===== src/rtl/uart_rx_frame_ctrl_if.sv =====
// Payload stream port of the UART frame controller: byte, valid, last marker, ready.
interface uart_rx_frame_ctrl_if;
  logic [7:0] m_data;
  logic       m_valid;
  logic       m_last;
  logic       m_ready;

  modport master (
    output m_data,
    output m_valid,
    output m_last,
    input  m_ready
  );

  modport slave (
    input  m_data,
    input  m_valid,
    input  m_last,
    output m_ready
  );
endinterface


===== src/rtl/uart_rx_frame_ctrl.sv =====
// Frame sequencer over an 8-bit UART receiver: hunts SOF, buffers LEN payload bytes,
// verifies the additive checksum, then streams the payload out; errors pulse rx_en low.
module uart_rx_frame_ctrl #(
  parameter int unsigned MAX_LEN        = 16,
  parameter logic [7:0]  SOF_BYTE       = 8'h7E,
  parameter int unsigned TIMEOUT        = 2048,
  parameter int unsigned RECOVER_CYCLES = 4
) (
  input  logic                        clk,
  input  logic                        rst_n,
  input  logic                        i_enable,
  output logic                        o_rx_en,
  input  logic [7:0]                  i_rx_data,
  input  logic                        i_rx_done,
  input  logic                        i_rx_err,
  uart_rx_frame_ctrl_if.master        m_if,
  output logic                        o_frame_ok,
  output logic                        o_frame_bad,
  output logic [7:0]                  o_err_count
);

  localparam int unsigned LW = $clog2(MAX_LEN + 1);
  localparam int unsigned IW = (MAX_LEN > 1) ? $clog2(MAX_LEN) : 1;
  localparam int unsigned TW = $clog2(TIMEOUT + 1);
  localparam int unsigned RW = $clog2(RECOVER_CYCLES + 1);
  localparam logic [TW-1:0] TmoLast = TW'(TIMEOUT - 1);
  localparam logic [RW-1:0] RcvLast = RW'(RECOVER_CYCLES - 1);

  typedef enum logic [2:0] {
    StIdle, StHunt, StLen, StPayload, StCsum, StDrain, StBad, StRecover
  } state_e;

  state_e        r_state;
  logic          r_rx_en;
  logic [7:0]    r_m_data;
  logic          r_m_valid;
  logic          r_m_last;
  logic          r_frame_ok;
  logic          r_frame_bad;
  logic [7:0]    r_err_count;
  logic [LW-1:0] r_len;
  logic [LW-1:0] r_idx;
  logic [LW-1:0] r_rd;
  logic [7:0]    r_sum;
  logic [TW-1:0] r_tmo;
  logic [RW-1:0] r_rcv;
  logic [7:0]    r_buf [MAX_LEN];

  logic          w_len_bad;
  logic          w_idx_last;
  logic [LW-1:0] w_rd_nxt;
  logic          w_rd_last_nxt;
  logic          w_tmo_hit;
  logic          w_buf_we;

  assign w_len_bad     = (i_rx_data == 8'd0) || (32'(i_rx_data) > MAX_LEN);
  assign w_idx_last    = (r_idx == r_len - LW'(1));
  assign w_rd_nxt      = r_rd + LW'(1);
  assign w_rd_last_nxt = (w_rd_nxt == r_len - LW'(1));
  assign w_tmo_hit     = (r_tmo == TmoLast);
  assign w_buf_we      = i_enable && (r_state == StPayload) && i_rx_done && !i_rx_err;

  // Payload storage needs no reset: it is only read after being written in this frame.
  always_ff @(posedge clk) begin
    if (w_buf_we) r_buf[r_idx[IW-1:0]] <= i_rx_data;
  end

  always_ff @(posedge clk or negedge rst_n) begin
    if (!rst_n) begin
      r_state     <= StIdle;
      r_rx_en     <= 1'b0;
      r_m_data    <= 8'd0;
      r_m_valid   <= 1'b0;
      r_m_last    <= 1'b0;
      r_frame_ok  <= 1'b0;
      r_frame_bad <= 1'b0;
      r_err_count <= 8'd0;
      r_len       <= '0;
      r_idx       <= '0;
      r_rd        <= '0;
      r_sum       <= 8'd0;
      r_tmo       <= '0;
      r_rcv       <= '0;
    end else begin
      r_frame_ok  <= 1'b0;
      r_frame_bad <= 1'b0;
      if (!i_enable) begin
        r_state   <= StIdle;
        r_rx_en   <= 1'b0;
        r_m_valid <= 1'b0;
        r_m_last  <= 1'b0;
      end else begin
        unique case (r_state)
          StIdle: begin
            r_state <= StHunt;
            r_rx_en <= 1'b1;
          end
          StHunt: begin
            if (i_rx_err) begin
              r_state <= StBad;
            end else if (i_rx_done && (i_rx_data == SOF_BYTE)) begin
              r_state <= StLen;
              r_tmo   <= '0;
            end
          end
          StLen, StPayload, StCsum: begin
            r_tmo <= r_tmo + TW'(1);
            if (i_rx_err) begin
              r_state <= StBad;
            end else if (i_rx_done) begin
              r_tmo <= '0;
              if (r_state == StLen) begin
                if (w_len_bad) begin
                  r_state <= StBad;
                end else begin
                  r_len   <= LW'(i_rx_data);
                  r_idx   <= '0;
                  r_sum   <= 8'd0;
                  r_state <= StPayload;
                end
              end else if (r_state == StPayload) begin
                r_sum <= r_sum + i_rx_data;
                r_idx <= r_idx + LW'(1);
                if (w_idx_last) r_state <= StCsum;
              end else if (i_rx_data == r_sum) begin
                r_frame_ok <= 1'b1;
                r_state    <= StDrain;
              end else begin
                r_state <= StBad;
              end
            end else if (w_tmo_hit) begin
              r_state <= StBad;
            end
          end
          StDrain: begin
            // A byte arriving while draining means the buffer would be overwritten.
            if (i_rx_err || i_rx_done) begin
              r_state   <= StBad;
              r_m_valid <= 1'b0;
              r_m_last  <= 1'b0;
            end else if (r_frame_ok) begin
              r_m_valid <= 1'b1;
              r_m_data  <= r_buf[0];
              r_m_last  <= (r_len == LW'(1));
              r_rd      <= '0;
            end else if (r_m_valid && m_if.m_ready) begin
              if (r_m_last) begin
                r_state   <= StHunt;
                r_m_valid <= 1'b0;
                r_m_last  <= 1'b0;
              end else begin
                r_rd     <= w_rd_nxt;
                r_m_data <= r_buf[w_rd_nxt[IW-1:0]];
                r_m_last <= w_rd_last_nxt;
              end
            end
          end
          StBad: begin
            r_frame_bad <= 1'b1;
            if (r_err_count != 8'hFF) r_err_count <= r_err_count + 8'd1;
            r_rx_en <= 1'b0;
            r_rcv   <= '0;
            r_state <= StRecover;
          end
          StRecover: begin
            if (r_rcv == RcvLast) begin
              r_state <= StHunt;
              r_rx_en <= 1'b1;
            end else begin
              r_rcv <= r_rcv + RW'(1);
            end
          end
          default: begin
            r_state <= StIdle;
            r_rx_en <= 1'b0;
          end
        endcase
      end
    end
  end

  assign o_rx_en      = r_rx_en;
  assign m_if.m_data  = r_m_data;
  assign m_if.m_valid = r_m_valid;
  assign m_if.m_last  = r_m_last;
  assign o_frame_ok   = r_frame_ok;
  assign o_frame_bad  = r_frame_bad;
  assign o_err_count  = r_err_count;

endmodule

===== src/flat_wrapper.sv =====
// flat-port wrapper written by rule: the top's interface ports become plain ports
module uart_rx_frame_ctrl_flat 
#(
  parameter int unsigned MAX_LEN        = 16,
  parameter logic [7:0]  SOF_BYTE       = 8'h7E,
  parameter int unsigned TIMEOUT        = 2048,
  parameter int unsigned RECOVER_CYCLES = 4
)
  (clk, rst_n, i_enable, o_rx_en, i_rx_data, i_rx_done, i_rx_err, o_frame_ok, o_frame_bad, o_err_count, m_if_m_data, m_if_m_valid, m_if_m_last, m_if_m_ready);
  uart_rx_frame_ctrl_if m_if_i ();
  input  logic clk;
  input  logic rst_n;
  input  logic i_enable;
  output logic o_rx_en;
  input  logic [7:0] i_rx_data;
  input  logic i_rx_done;
  input  logic i_rx_err;
  output logic o_frame_ok;
  output logic o_frame_bad;
  output logic [7:0] o_err_count;
  output wire logic [$bits(m_if_i.m_data)-1:0] m_if_m_data;
  output wire logic [$bits(m_if_i.m_valid)-1:0] m_if_m_valid;
  output wire logic [$bits(m_if_i.m_last)-1:0] m_if_m_last;
  input wire logic [$bits(m_if_i.m_ready)-1:0] m_if_m_ready;
  assign m_if_m_data = m_if_i.m_data;
  assign m_if_m_valid = m_if_i.m_valid;
  assign m_if_m_last = m_if_i.m_last;
  assign m_if_i.m_ready = m_if_m_ready;
  uart_rx_frame_ctrl #(.MAX_LEN(MAX_LEN), .SOF_BYTE(SOF_BYTE), .TIMEOUT(TIMEOUT), .RECOVER_CYCLES(RECOVER_CYCLES)) u_core (.clk(clk), .rst_n(rst_n), .i_enable(i_enable), .o_rx_en(o_rx_en), .i_rx_data(i_rx_data), .i_rx_done(i_rx_done), .i_rx_err(i_rx_err), .m_if(m_if_i), .o_frame_ok(o_frame_ok), .o_frame_bad(o_frame_bad), .o_err_count(o_err_count));
endmodule

===== config.mk =====
export PLATFORM = sky130hd
export DESIGN_NAME = uart_rx_frame_ctrl_flat
export DESIGN_NICKNAME = d
export VERILOG_FILES = /design/src/rtl/uart_rx_frame_ctrl_if.sv /design/src/rtl/uart_rx_frame_ctrl.sv /design/src/flat_wrapper.sv
export SDC_FILE = /design/constraint.sdc
export NUM_CORES = 1
export LEC_CHECK = 0
export CAP_MARGIN = 25
export CORE_UTILIZATION = 40
export CTS_CLUSTER_SIZE = 28
export DETAILED_ROUTE_END_ITERATION = 8
export SYNTH_ARGS = -nofsm -noshare
export SYNTH_HDL_FRONTEND = slang
export SYNTH_SLANG_ARGS = --single-unit

===== constraint.sdc =====
create_clock -name clk -period 5.15 [get_ports clk]
set_input_delay 0.7725 -clock clk [delete_from_list [all_inputs] [get_ports clk]]
set_output_delay 0.7725 -clock clk [all_outputs]
set_load 0.01 [all_outputs]

==> results of run 1 <==
## cells in the mapped netlist, types with 2 or more instances
library cell / count / area share (%)
and2_1: 8 / 0.58
clkbuf_1: 17 / 0.74
xor2_1: 7 / 0.71
a31oi_1: 2 / 0.14
buf_2: 6 / 0.35
inv_1: 18 / 0.78
a21oi_1: 26 / 1.5
mux2_2: 8 / 1.0
a211oi_1: 8 / 0.69
ha_1: 18 / 2.6
edfxtp_1: 128 / 44
buf_4: 5 / 0.43
o21ai_0: 42 / 2.4
nor2b_1: 4 / 0.29
nor3_1: 21 / 1.2
o31ai_1: 7 / 0.61
dfrtp_1: 62 / 18
and3_1: 10 / 0.72
nand2_1: 65 / 2.8
mux4_2: 32 / 8.3
a21o_1: 2 / 0.17
or4_1: 4 / 0.35
nand2b_1: 10 / 0.72
nand4_1: 7 / 0.51
a22o_1: 2 / 0.20
nand3_1: 15 / 0.87
o41ai_1: 2 / 0.20
nor4_1: 6 / 0.43
nor2_1: 46 / 2.0
a311oi_1: 8 / 0.81
xnor2_1: 27 / 2.7
## cells by family (layout without fill, tap and decap cells)
kind of cell | count (synthesis) | after routing | synth area share (%)
buffers and inverters | 48 | 102 | 2.47
multiplexers | 40 | 40 | 9.36
adder cells (fa/ha/maj) | 19 | 19 | 2.83
AND/OR/NAND/NOR | 204 | 204 | 11.4
XOR/XNOR | 35 | 35 | 3.63
AO/OA/AOI/OAI | 111 | 111 | 7.97
flip-flops | 190 | 190 | 62.3
## worst max-delay path: cells and delay by family
| family | cells | cell delay, ps |
|---|---|---|
| buffers and inverters | 2 | 1210 |
| AO/OA/AOI/OAI | 5 | 930 |
| AND/OR/NAND/NOR | 1 | 160 |
| adder cells (fa/ha/maj) | 1 | 490 |
## per-stage QoR
stage / hold slack [ps] / cell area (µm²) / std cells / setup slack (ps)
2_1_floorplan: 447 / 8660 / 647 / 2460
3_3_place_gp: 462 / 9310 / 940 / 1190
3_5_place_dp: 475 / 9330 / 944 / 1420
4_1_cts: 492 / 9940 / 976 / 1860
5_1_grt: 516 / 9940 / 976 / 1660
6_report: 481 / 9940 / 976 / 1890
## metal layers
metal / vias to the layer above / GRT usage, % / wire [µm]
met5: - / 0 / 0
met2: 124 / 29.9 / 9250
met3: 29 / 2.78 / 649
met1: 2745 / 24.4 / 8360
met4: 0 / 6.94 / 384
li1: 2519 / - / -
## placed cells by master, fill, tap and decap left out, types with 3 or more instances in the layout
master and instances:
a211oi_1 8, mux2_2 8, nand2_1 65, ha_1 18, o21ai_0 42, nand4_1 7, inv_8 6, nand2b_1 10
nand3_1 15, mux4_2 32, clkdlybuf4s50_1 33, xor2_1 7, buf_4 16, edfxtp_1 128, a21oi_1 26, o31ai_1 7
xnor2_1 27, and2_1 8, nor2_1 46, clkinv_4 4, clkbuf_16 17, inv_1 18, buf_2 3, dfrtp_1 61
or4_1 4, a311oi_1 8, and3_1 10, nor4_1 6, nor3_1 21, nor2b_1 4
## worst max-delay path by stage
stage,from,end,slack (ps),cells past startpoint
2_1_floorplan,i_rx_done,u_core.r_buf[0][0],2460,6
3_3_place_gp,i_enable,u_core.r_buf[0][6],1190,6
3_5_place_dp,i_enable,u_core.r_buf[0][6],1420,7
4_1_cts,i_rx_data[1],u_core.r_sum[6],1860,9
5_1_grt,i_rx_data[1],u_core.r_sum[6],1660,9
6_report,i_rx_data[1],u_core.r_sum[6],1890,9
## registers in the layout, indices dropped and copies added (netlist names)
name	cells
u_core.r_state	3
u_core.m_if.m_data	8
u_core.r_buf	128
u_core.r_rcv	3
u_core.r_sum	8
u_core.r_len	5
u_core.o_rx_en	1
u_core.o_frame_ok	1
u_core.o_frame_bad	1
u_core.r_rd	5
u_core.m_if.m_valid	1
u_core.o_err_count	8
u_core.m_if.m_last	1
u_core.r_idx	5
u_core.r_tmo	12
## cell type report
cell class,count,area (µm²)
tap,275,344
clock buffer,19,433
multi-input combinational,409,3060
timing repair buffer,52,465
fill,1823,11200
clock inverter,13,171
inverter,18,67.6
sequential,190,5400
## where the power goes
part / leakage (nW) / internal (mW) / switching (mW)
logic: 1.25 / 0.243 / 0.329
registers: 2.00 / 1.71 / 0.107
clock network: 0.297 / 0.740 / 0.607
total: 3.54 / 2.69 / 1.04
==> impl_metrics.yaml, run 1 <==
outcome:
  status: "finished, final reports clean"
timing:
  maxSlewHeadroom_pct: 33.2
  setup_viol: 0
  rsz0062_at_grt: "false"
  max_clock_freq_mhz: 307
  slew_viol_final: 0
  fin_skew_ps: 9.45
  tightestPinTransition_ps: 1000
  min_period_ps: 3260
  fin_setup_tns_ps: 0
  fin_crit_sh_pct: 63.3
  hold_viol_final: 0
drt:
  firstDrtPassIters: 5
  detail-route-antenna-nets: 0
  vias_per_cell: 5.55
  wl_per_cell_um: 19.1
  drc: 0
  drt-initial-drc-count: 432
  vias: 5417
  wirelength_mm: 18.6
hold_path:
  hold_path_class: "reg -> reg"
  worstHoldPathCells: 2
  holdCritStartpoint: "u_core.m_if.m_data[3]"
  min_to: "u_core.m_if.m_data[3]"
logic_synthesis:
  ys_warn_count: 0
  yosysSeqAreaShare_pct: 62.3
  synth_area_um2: 8660
  avgSynthCellArea_um2: 13.4
  synth_edf_count: 128
  async_flop_share_pct: 32.6
  netlist_instances: 647
  synth-seq-cells: 190
  synth_nets: 680
  ys.flop_type: "edfxtp_1"
  synth.distinct_cells: 55
power_and_ir_drop:
  power.density_nw_per_um2: 376
  finalPower_mw: 3.74
  total_leakage_power_nw: 3.54
  ir_drop_uv: 150
floorplan:
  coreArea_um2: 21200
  rows: 53
  pin_count: 35
  die_area_um2: 22200
  die_y_um: 149
  start_util_pct: 40.9
  die_width_um: 149
critical_path:
  slowest_stage: "clkdlybuf4s50_1"
  r2r_cells: 7
  reg2reg_to: "u_core.m_if.m_data[7]"
  critPathLaunchType: "input port"
  r2r_slack_ps: 2210
  crit_arrival_ps: 3580
  crit_chain: "clkdlybuf4s50_1 > inv_1 > fa_1 > nor2b_1 > o21ai_0 > a21boi_0 > o21a_1 > o21ai_0 > a32o_1"
  cpMostUsedCell: "o21ai_0"
  worstPathRequired_ps: 5470
  cp_slowest_stage_delay_ps: 1010
  critPathMaxFanout: 20
  end_kind: "register"
  reg2reg_from: "u_core.r_rd[0]"
  crit_type: "in -> reg"
cts:
  cts_sinks: 190
  holdBufCountCts: 0
  cts_buffers: 17
  cts_setup_buffers: 0
  clockRootBuffer: "clkbuf_16"
  cts_resized: 0
  clk-insertion-delay-late_ps: 440
  clk_path_buf_depth: 2
  tritoncts: "built"
  cts_htree_levels: 4
  clk_pin_slew_ps: 70
grt:
  grt_overflow: 0
  grt_usage_pct: 18.2
  grt_max_degree: 63
  antenna_found_initial: 0
  grt_pass1_wl_mm: 30.4
  grt_pass1_vias: 5559
final_layout:
  final_nets: 721
  fin_util_pct: 47.0
  final_layout_size_suffix_gt1_share_pct: 14.0
  syn2layout_area_growth_pct: 14.7
  diodes: 0
placed_design:
  port_buffers: 34
  gp_congestion: 0.797
  dp_hpwl_mm: 12.5
flow_run:
  drv_cap: 0
(Power assumes the default switching activity.)
==> inputs of run 2 (changes only) <==
==> constraint.sdc (replaced) <==
create_clock -name clk -period 2.64 [get_ports clk]
set_input_delay 0.396 -clock clk [delete_from_list [all_inputs] [get_ports clk]]
set_output_delay 0.396 -clock clk [all_outputs]
set_load 0.01 [all_outputs]
==> run 2 against run 1 <==
Against the previous run:
- setup slack lost 1700 ps
- register-to-register slack got worse by 2000 ps
- sequential cell count unchanged
- clock power increased by 82%
- clock skew about the same
- combinational power up 120%
- largest cell class unchanged
==> impl_metrics.yaml, run 2 (same netlist as run 1, synthesis figures left out) <==
timing:
  fin_crit_sh_pct: 92.4
  hold_viol_final: 0
  rsz0062_at_grt: "false"
  max_clock_freq_mhz: 410
  maxSlewHeadroom_pct: 59.4
  setup_viol: 0
  min_period_ps: 2440
  tightestPinTransition_ps: 608
  fin_skew_ps: 9.26
  slew_viol_final: 0
  fin_setup_tns_ps: 0
floorplan:
  coreArea_um2: 21200
  die_y_um: 149
  start_util_pct: 40.9
  die_width_um: 149
  die_area_um2: 22200
  pin_count: 35
  rows: 53
final_layout:
  largest_register_ff_count: 128
  nFillCells: 1820
  final_layout_size_suffix_gt1_share_pct: 19.9
  diodes: 0
  fin_util_pct: 48.9
  layout_commonest_cell: "edfxtp_1"
  syn2layout_area_growth_pct: 19.4
  stdcell_count: 1028
  final_cell_mix: "edfxtp_1, buf_4, nand2_1"
  final_nets: 774
drt:
  detail-route-antenna-nets: 0
  firstDrtPassIters: 5
  wl_per_cell_um: 19.2
  wirelength_mm: 19.7
  drc: 0
  vias: 5664
  drt-initial-drc-count: 380
  vias_per_cell: 5.51
placed_design:
  port_buffers: 34
  dp_hpwl_mm: 13.3
  gp_congestion: 0.790
  place_inst: 996
critical_path:
  crit_arrival_ps: 2760
  cp_top_family: "compound AO/OA/AOI/OAI gates"
  worstPathRequired_ps: 2960
  cp_slowest_stage_delay_ps: 590
  critPathMaxFanout: 3
  critPathLaunchType: "input port"
  crit_type: "in -> reg"
  cpMostUsedCell: "o21ai_0"
  end_kind: "register"
  cp.buffers_inverters: 2
  crit_chain: "clkdlybuf4s50_1 > ha_1 > inv_1 > fa_1 > nor2b_1 > o21ai_0 > a21boi_0 > o21a_1 > o21ai_0 > a32o_1"
  slowest_stage: "clkdlybuf4s50_1"
grt:
  grt_usage_pct: 18.9
  grt_overflow: 0
  grt_pass1_wl_mm: 31.1
  grt_max_degree: 41
  grt_pass1_vias: 5637
  antenna_found_initial: 0
cts:
  clk-insertion-delay-late_ps: 440
  cts_buffers: 17
  clockRootBuffer: "clkbuf_16"
  clk_path_buf_depth: 2
  clk_pin_slew_ps: 70
  tritoncts: "built"
  cts_sinks: 190
  cts_htree_levels: 4
  cts_resized: 0
hold_path:
  hold_path_class: "reg -> reg"
flow_run:
  drv_cap: 0
power_and_ir_drop:
  finalPower_mw: 7.24
  total_leakage_power_nw: 3.80
  power.density_nw_per_um2: 700
  ir_drop_uv: 324
outcome:
  status: "finished, final reports clean"
run 2: worst paths after layout:
| kind | from | end | slack (ps) | depth (start not counted) |
|---|---|---|---|---|
| max in group asynchronous | rst_n | u_core.r_idx[0] | 1510 | 3 |
| worst max register to register | u_core.r_state[2] | u_core.r_state[0] | 210 | 6 |
| worst max-delay path | i_rx_data[0] | u_core.r_sum[6] | 200 | 10 |
| worst min register to register | u_core.m_if.m_data[5] | u_core.m_if.m_data[5] | 480 | 2 |
| min in group asynchronous | rst_n | u_core.r_tmo[3] | 500 | 2 |
| worst min-delay path | u_core.m_if.m_data[5] | u_core.m_if.m_data[5] | 480 | 2 |
run 2: power breakdown:
group	internal, mW	switching [mW]
combinational	0.562	0.683
sequential	3.34	0.202
clock	1.25	1.21
total	5.14	2.10
run 2: timing repair:
item / in CTS / in global routing
hold endpoints to repair: 22 / 0
hold buffers: 1 / 0
setup buffers: 0 / 0
endpoints found under the setup margin: 0 / 0
run 2: cell type report:
cell class	instances	area, µm²	area share [%]
clock buffers	18	429	4.15
repair buffers	105	921	8.90
inverters	18	67.6	0.653
multi-input cells	409	3060	29.6
clock inverters	13	126	1.22
flip-flops and latches	190	5400	52.2
well taps	275	344	3.33
run 2: worst min-delay path, delay by kind of cell, from the launching register on:
family / cells / cell delay, ps
DFF: 1 / 350
and+or+nand+nor: 1 / 50
AOI/OAI and AO/OA: 1 / 60
run 2: per-stage QoR:
stage / area, µm² / hold slack (ps) / worst slack, ps
finish: 10300 / 483 / 200
global route: 10300 / 528 / 60.1
CTS: 10300 / 495 / 222
detailed placement: 9780 / 444 / -221
global placement: 9780 / 434 / -137
floorplan: 8660 / 100 / 327
run 2: per-layer routing:
layer  vias to the layer above  global-route usage, %  part of all wire, %
met4                         0                   7.55                  2.5
li1                       2619                      -                    -
met3                        33                   4.16                  4.8
met2                       147                   29.1                   48
met1                      2865                   25.9                   45
met5                         -                      0                    0
